[src/rtl/layer_seq.sv]
// layer_seq: per-layer phase sequencer for batch_ctrl.
// Walks weight load, bias load and sample streaming, then waits for the output stream to drain.
module layer_seq #(
   parameter int NW    = 16,
   parameter int NS    = 12,
   parameter int GAP   = 2,
   parameter int DRAIN = 4
) (
   input  logic          clk,
   input  logic          rst,
   input  logic          start,
   input  logic          abort,
   input  logic [2:0]    c_mode,
   input  logic [NW-1:0] c_wwords,
   input  logic [NW-1:0] c_bwords,
   input  logic [NS-1:0] c_nsamp,
   input  logic          src_valid,
   input  logic          src_ready,
   input  logic          dst_valid,
   input  logic          s_fin,
   input  logic          p_fin,
   output logic          run,
   output logic          pool,
   output logic          wwrite,
   output logic          bwrite,
   output logic          backprop,
   output logic          deltaw,
   output logic          dwconv,
   output logic          last,
   output logic          busy,
   output logic          done,
   output logic          err
);

   localparam logic [2:0] S_IDLE  = 3'd0;
   localparam logic [2:0] S_WLOAD = 3'd1;
   localparam logic [2:0] S_GAPW  = 3'd2;
   localparam logic [2:0] S_BLOAD = 3'd3;
   localparam logic [2:0] S_GAPB  = 3'd4;
   localparam logic [2:0] S_RUN   = 3'd5;
   localparam logic [2:0] S_DRAIN = 3'd6;
   localparam logic [2:0] S_FIN   = 3'd7;

   localparam int GW = (GAP > 1) ? $clog2(GAP) : 1;
   localparam int QW = (DRAIN > 1) ? $clog2(DRAIN) : 1;
   localparam logic [GW-1:0] GAP_LAST   = GW'(GAP - 1);
   localparam logic [QW-1:0] QUIET_LAST = QW'(DRAIN - 1);
   localparam logic [NW-1:0] W_ONE      = NW'(1);
   localparam logic [NS-1:0] S_ONE      = NS'(1);

   logic [2:0]    state_q, state_d;
   logic [NW-1:0] lcnt_q, lcnt_d;
   logic [NS-1:0] scnt_q, scnt_d;
   logic [GW-1:0] gcnt_q, gcnt_d;
   logic [QW-1:0] qcnt_q, qcnt_d;
   logic [NW-1:0] wwords_q, wwords_d;
   logic [NW-1:0] bwords_q, bwords_d;
   logic [NS-1:0] nsamp_q, nsamp_d;
   logic          pool_m_q, pool_m_d;
   logic          bp_q, bp_d;
   logic          dw_q, dw_d;
   logic          dwc_q, dwc_d;
   logic          err_q, err_d;

   logic          beat;
   logic          fin;
   logic          in_run;
   logic [2:0]    after_w;
   logic [2:0]    after_b;
   logic [2:0]    first_state;

   // A zero GAP collapses each gap state straight into the following phase.
   function automatic logic [2:0] enter_gap(input logic [2:0] gap_state, input logic [2:0] next_state);
      return (GAP == 0) ? next_state : gap_state;
   endfunction

   always_comb begin
      beat        = src_valid & src_ready;
      fin         = pool_m_q ? p_fin : s_fin;
      after_b     = (nsamp_q != '0) ? S_RUN : S_FIN;
      after_w     = (bwords_q != '0) ? S_BLOAD : after_b;
      first_state = (c_wwords != '0) ? S_WLOAD :
                    (c_bwords != '0) ? S_BLOAD :
                    (c_nsamp  != '0) ? S_RUN   : S_FIN;

      state_d  = state_q;
      lcnt_d   = lcnt_q;
      scnt_d   = scnt_q;
      gcnt_d   = gcnt_q;
      qcnt_d   = qcnt_q;
      wwords_d = wwords_q;
      bwords_d = bwords_q;
      nsamp_d  = nsamp_q;
      pool_m_d = pool_m_q;
      bp_d     = bp_q;
      dw_d     = dw_q;
      dwc_d    = dwc_q;
      err_d    = err_q;

      if (start && (state_q != S_IDLE)) begin
         err_d = 1'b1;
      end

      if (abort) begin
         state_d  = S_IDLE;
         lcnt_d   = '0;
         scnt_d   = '0;
         gcnt_d   = '0;
         qcnt_d   = '0;
         pool_m_d = 1'b0;
         bp_d     = 1'b0;
         dw_d     = 1'b0;
         dwc_d    = 1'b0;
      end else begin
         case (state_q)
            S_IDLE: begin
               if (start) begin
                  wwords_d = c_wwords;
                  bwords_d = c_bwords;
                  nsamp_d  = c_nsamp;
                  pool_m_d = (c_mode == 3'd4);
                  bp_d     = (c_mode == 3'd1);
                  dw_d     = (c_mode == 3'd2);
                  dwc_d    = (c_mode == 3'd3);
                  err_d    = 1'b0;
                  lcnt_d   = '0;
                  scnt_d   = '0;
                  gcnt_d   = '0;
                  qcnt_d   = '0;
                  state_d  = first_state;
               end
            end
            S_WLOAD: begin
               if (beat) begin
                  if (lcnt_q == wwords_q - W_ONE) begin
                     lcnt_d  = '0;
                     state_d = enter_gap(S_GAPW, after_w);
                  end else begin
                     lcnt_d = lcnt_q + W_ONE;
                  end
               end
            end
            S_GAPW: begin
               if (gcnt_q == GAP_LAST) begin
                  gcnt_d  = '0;
                  state_d = after_w;
               end else begin
                  gcnt_d = gcnt_q + 1'b1;
               end
            end
            S_BLOAD: begin
               if (beat) begin
                  if (lcnt_q == bwords_q - W_ONE) begin
                     lcnt_d  = '0;
                     state_d = enter_gap(S_GAPB, after_b);
                  end else begin
                     lcnt_d = lcnt_q + W_ONE;
                  end
               end
            end
            S_GAPB: begin
               if (gcnt_q == GAP_LAST) begin
                  gcnt_d  = '0;
                  state_d = after_b;
               end else begin
                  gcnt_d = gcnt_q + 1'b1;
               end
            end
            // The final fin leaves scnt at nsamp-1 so 'last' holds through DRAIN.
            S_RUN: begin
               if (fin) begin
                  if (scnt_q == nsamp_q - S_ONE) begin
                     qcnt_d  = '0;
                     state_d = S_DRAIN;
                  end else begin
                     scnt_d = scnt_q + S_ONE;
                  end
               end
            end
            S_DRAIN: begin
               if (dst_valid) begin
                  qcnt_d = '0;
               end else if (qcnt_q == QUIET_LAST) begin
                  qcnt_d  = '0;
                  state_d = S_FIN;
               end else begin
                  qcnt_d = qcnt_q + 1'b1;
               end
            end
            S_FIN: begin
               scnt_d   = '0;
               pool_m_d = 1'b0;
               bp_d     = 1'b0;
               dw_d     = 1'b0;
               dwc_d    = 1'b0;
               state_d  = S_IDLE;
            end
            default: state_d = S_IDLE;
         endcase
      end
   end

   always_ff @(posedge clk) begin
      if (rst) begin
         state_q  <= S_IDLE;
         lcnt_q   <= '0;
         scnt_q   <= '0;
         gcnt_q   <= '0;
         qcnt_q   <= '0;
         wwords_q <= '0;
         bwords_q <= '0;
         nsamp_q  <= '0;
         pool_m_q <= 1'b0;
         bp_q     <= 1'b0;
         dw_q     <= 1'b0;
         dwc_q    <= 1'b0;
         err_q    <= 1'b0;
      end else begin
         state_q  <= state_d;
         lcnt_q   <= lcnt_d;
         scnt_q   <= scnt_d;
         gcnt_q   <= gcnt_d;
         qcnt_q   <= qcnt_d;
         wwords_q <= wwords_d;
         bwords_q <= bwords_d;
         nsamp_q  <= nsamp_d;
         pool_m_q <= pool_m_d;
         bp_q     <= bp_d;
         dw_q     <= dw_d;
         dwc_q    <= dwc_d;
         err_q    <= err_d;
      end
   end

   assign in_run   = (state_q == S_RUN) || (state_q == S_DRAIN);
   assign run      = in_run & ~pool_m_q;
   assign pool     = in_run & pool_m_q;
   assign wwrite   = (state_q == S_WLOAD);
   assign bwrite   = (state_q == S_BLOAD);
   assign backprop = bp_q;
   assign deltaw   = dw_q;
   assign dwconv   = dwc_q;
   assign last     = in_run & (scnt_q == nsamp_q - S_ONE);
   assign busy     = (state_q != S_IDLE);
   assign done     = (state_q == S_FIN);
   assign err      = err_q;

endmodule
[config.mk]
export PLATFORM = sky130hd
export DESIGN_NAME = layer_seq
export DESIGN_NICKNAME = d
export VERILOG_FILES = /design/src/rtl/layer_seq.sv
export SDC_FILE = /design/constraint.sdc
export NUM_CORES = 1
export LEC_CHECK = 0
export BUFFER_PORTS_ARGS = -buffer_cell sky130_fd_sc_hd__buf_2
export CORE_MARGIN = 3
export CORE_UTILIZATION = 50
export CTS_CLUSTER_DIAMETER = 100
export DETAILED_ROUTE_END_ITERATION = 8
export PLACE_DENSITY_LB_ADDON = 0.08
export SETUP_SLACK_MARGIN = 0.1
export SYNTH_ARGS = -nofsm -noshare
export SYNTH_HDL_FRONTEND = slang
export SYNTH_SLANG_ARGS = --single-unit
[constraint.sdc]
create_clock -name clk -period 3.2 [get_ports clk]
set_input_delay 0.16 -clock clk [delete_from_list [all_inputs] [get_ports clk]]
set_output_delay 0.16 -clock clk [all_outputs]
set_load 0.01 [all_outputs]
# Word level (Yosys, flattened, before mapping)
# Cells that the tools add are included.
# classes
add_sub_neg	7
eq_ne	27
muxes	49
bitwise	6
reduce_logical	23
# ops
cell	count
16-bit 2-to-1 mux	5
16-bit case mux with 3 select lines	1
16-bit nonzero test	3
3-bit 2-to-1 mux	14
12-bit 2-to-1 mux	3
12-bit case mux with 3 select lines	1
16-bit equality test	2
16-bit by 1-bit subtractor with 16-bit output, second input constant	2
3-bit case mux with 8 select lines	1
12-bit nonzero test	2
16-bit by 1-bit adder with 16-bit output, second input constant	1
3-bit equality test, second input constant	5
2-bit 2-to-1 mux	7
2-bit != test, second input constant	7
12-bit by 1-bit adder with 12-bit output, second input constant	1
12-bit equality test	1
3-bit by 2-bit equality test with 1-bit output, second input constant	4
4-bit AND reduction	3
3-bit nonzero test	4
12-bit by 1-bit subtractor with 12-bit output, second input constant	1
1-bit 2-to-1 mux	11
11-bit AND reduction	1
2-bit by 1-bit != test with 1-bit output, second input constant	5
1-bit case mux with 2 select lines	5
other kinds (14)	22
# word_totals
register_bits	83
inputBits	56
word_cells	125

# Depth between registers and ports, before layout
# depth
depth_word	6
mapped_depth	12
depth_no_buf	10

# Least setup slack after synthesis
# OpenSTA, ideal clock, no wires.
# synth_path
path_kind	reg2reg
start	register wwords_q[0]
end	register lcnt_q[9]
setup_ns	0.114
t_arrival_ns	2.760
required_ns	3.086
slack_ns	0.326
path_stages_with_launch	13
n_path_buf	2
cell_sequence	dfxtp_1 inv_1 ha_1 or4b_1 buf_2 nor4_2 o22ai_1 or4_4 o31ai_2 o21bai_4 buf_8 o22ai_1 a21o_1
# synth_between
elab_chain_len	5
# synth_lines
element	line	source
start: declaration	56	logic [NW-1:0] wwords_q, wwords_d;
start signal: assignment	224	wwords_q <= wwords_d;
16-bit by 1-bit subtractor with 16-bit output	135	if (lcnt_q == wwords_q - W_ONE) begin
16-bit equality test	135	
16-bit 2-to-1 mux	135	
16-bit 2-to-1 mux	134	if (beat) begin
16-bit case mux with 3 select lines	115	case (state_q)
end signal: assignment	220	lcnt_q <= lcnt_d;
end: declaration	52	logic [NW-1:0] lcnt_q, lcnt_d;
# No other way between the ends. The select of a mux whose other input is x is not followed.
# A chain may end at the register's enable or synchronous reset.

# Final worst setup path
# layout_path
start	register wwords_q[0]
end	register lcnt_q[13]
# The elaborated chain is that of the path after synthesis.

==> results by group <==
Die
  • Starting Density: 52.7%
  • Die Wd: 109 um
  • # rows: 36
  • DIE AREA: 0.0119 mm^2
  • Top Ports: 67
  • Area of the core: 0.0100 mm^2
  • Die height: 109 um

Route
  • Iteration-0 DRC Markers: 395
  • Via Count: 5225
  • DR DRC count: 0
  • Final wirelength: 14600 um
  • ANT nets after route: 0
  • Routed len/inst: 16.4 um
  • DR pass1 iterations: 5
  • Via density: 5.89

Place
  • Placed cell count: 868
  • Port bufs: 66
  • GPL Wtd Cong: 0.884
  • Dpl ws: 0.0857 ns
  • HPWL Detailed: 10800 um

Cells and area
  • Ant diodes: 0
  • Layout cells sized above 1: 17.0%
  • Fillers: 955
  • Fin nets: 811
  • Area grow syn2layout: 14.2%
  • Post-route insts no fill: 887

Global route
  • Number of global-route vias before repair: 4855
  • Top Usage Layer GRT: met2
  • Global-route wire length before repair: 23800 um
  • Routing usage on met2: 40.7%
  • Initial antenna violation count: 0
  • Largest net degree at the start of global routing: 49
  • M1 GR Usage: 34.9%
  • GRT Total Usage: 25.4%
  • GR Util met3: 3.20%
  • Gr ovfl total: 0

Yosys
  • EDFF count, synth: 0
  • Flops & latches, synth: 83
  • Compound-Gate Fraction of Synth Area: 20.6%
  • Combinational family with the most area after synthesis: simple AND/OR/NAND/NOR gates
  • Sequential area share after synthesis: 31.4%
  • Synth cell types: 79
  • Post-Synthesis Cell Area: 0.00529 mm^2
  • Net count after synthesis: 759
  • Post-Synth Simple-Gate Area: 31.0%
  • Top FF cell, synth: dfxtp_1
  • Post-synthesis mux area share: 1.14%
  • Yosys Warn Count: 0
  • Synthesized instance count: 697
  • Synth async-reset ratio: 0%
  • Synth Area in Adders: 1.42%
  • Syn avg cell area: 7.59 um^2
  • XOR/XNOR Fraction of Synth Area: 9.43%

STA
  • Worst-case clock skew: 0.0102 ns
  • Setup violators final: 0
  • Measured slew at the worst slew-check pin: 0.882 ns
  • Worst slew margin: 41.2%
  • Final worst slack: 0.237 ns
  • Final min period: 2.96 ns
  • Fin. max-slew vios: 0
  • Number of hold violations in the final report: 0
  • RSZ-0062 raised after global routing: true
  • Tcrit/Tclk final: 92.6%
  • Setup_tns: 0 ns
  • Max Fclk: 337 MHz

Worst hold path
  • Hold Path Cell Cnt: 3
  • Worst hold-check path type: in -> reg

Critical path
  • CP startpoint: wwords_q[0]
  • Critical Path AT: 3.22 ns
  • Critical path peak fanout: 6
  • Worst R2R Path Depth: 10
  • Reg-to-reg slack, setup: 0.24 ns
  • Worst EP required: 3.45 ns
  • Reg2reg end: lcnt_q[13]
  • Endpoint class of the critical path: flip-flop
  • Crit Path Class: reg -> reg
  • CP endpoint: lcnt_q[13]
  • Type of origin of the critical path: flip-flop
  • Worst reg2reg startpoint: wwords_q[0]

Clock network
  • CTS tree: yes
  • Hold Buf Count CTS: 0
  • Worst skew pair latency: 0.36 ns
  • Sinks on Clock Net: 83
  • Clock-pin slew on the worst setup and hold paths: 0.09 ns
  • Root Buffer: clkbuf_8
  • CTS Buf Count: 9
  • Htree depth: 3
  • Max Root-Sink Buffers: 2

Flow run
  • Max cap viols: 0

Power
  • VDD IR-drop max: 0.260 mV
  • Leak: 2.33 nW
  • Total power: 2.71 mW
  • Power per cell area: 448 mW/mm^2

Status
  • Status: complete, no violations
[repair_timing]
action | CTS | global route
pin swaps | 0 | 2
buffers inserted | 0 | 1
resized for setup | 1 | 7
setup endpoints to repair | 1 | 21
gates cloned | 1 | 1
[cells in the mapped netlist (18+ instances only)]
cell type | n | area [um^2]
xnor2_1 | 38 | 333
nand2_1 | 132 | 495
dfxtp_1 | 83 | 1660
nor3_1 | 22 | 110
nand3_1 | 18 | 90.1
o21ai_0 | 19 | 95.1
a21oi_1 | 65 | 325
nor4_1 | 23 | 144
xor2_1 | 19 | 166
nor2_1 | 40 | 150
clkbuf_1 | 31 | 116
inv_1 | 19 | 71.3
[cell usage in the layout, fill, tap and decap left out, drive strengths merged, types with 19 or more instances in the layout]
| cell | synthesis | final |
|---|---|---|
| o21ai | 20 | 20 |
| nor4 | 25 | 25 |
| inv | 19 | 19 |
| nand2 | 132 | 132 |
| xor2 | 19 | 19 |
| a21oi | 65 | 65 |
| nor3 | 23 | 23 |
| xnor2 | 38 | 38 |
| nor2 | 41 | 41 |
| dfxtp | 83 | 83 |
| buf | 6 | 78 |
[flip-flops by register name (all words and copies together), names as in the netlist, named ones only]
signal	cells
bwords_q	16
lcnt_q	16
wwords_q	16
nsamp_q	12
scnt_q	12
state_q	3
qcnt_q	2
backprop	1
deltaw	1
dwconv	1
gcnt_q	1
pool_m_q	1
[logic make-up after synthesis]
kind of cell | count (synthesis)
compound gates | 164
xor+xnor | 57
fa+ha+maj | 6
buf+inv | 58
flops | 83
mux | 6
simple gates | 323
[layer usage]
metal	part of all wire [%]	wire length, um
met4	2.0	285
met1	47	6910
met5	0	0
met3	5.2	764
met2	45	6630
[metrics by stage]
step	cell area, um^2	util, %	hold slack [ns]
after floorplan	5290	-	0.296
after global placement	5680	56.5	0.413
after detailed placement	5680	56.5	0.419
after CTS	5980	59.5	0.0284
after global routing	6040	60.2	0.0387
final	6040	60.2	0.0443
[worst min-delay path by stage]
stage	startpoint	endpoint
CTS	c_nsamp[1]	nsamp_q[1]
detailed placement	c_nsamp[1]	nsamp_q[1]
global route	c_wwords[8]	wwords_q[8]
global placement	c_nsamp[1]	nsamp_q[1]
finish	c_bwords[3]	bwords_q[3]
floorplan	c_wwords[5]	wwords_q[5]
[cell type report]
type / count / area, um^2 / share of cell area, %
clock buffers: 9 / 124 / 2.05
clock inverters: 7 / 164 / 2.71
inverters: 19 / 71.3 / 1.18
multi-input cells: 558 / 3430 / 56.8
flip-flops and latches: 83 / 1660 / 27.5
well taps: 133 / 166 / 2.75
repair buffers: 78 / 420 / 6.96
[worst max-delay path, cell delays in order (launching register included)]
cell and delay (ns):
dfxtp_1 0.36, inv_1 0.07, ha_2 0.22, or4b_4 0.52, nor4_4 0.22, o22ai_1 0.10
or4_4 0.57, o31ai_4 0.25, o21bai_4 0.22, nor2_1 0.07, a211o_1 0.26
[report_power, final]
part / switching (mW) / internal [mW] / leakage (nW) / total [mW]
clock: 0.400 / 0.676 / 0.143 / 1.08
sequential: 0.0494 / 1.06 / 0.674 / 1.11
combinational: 0.293 / 0.223 / 1.51 / 0.516
total: 0.742 / 1.96 / 2.33 / 2.71
No activity file was read; power rests on OpenSTA's default activity.
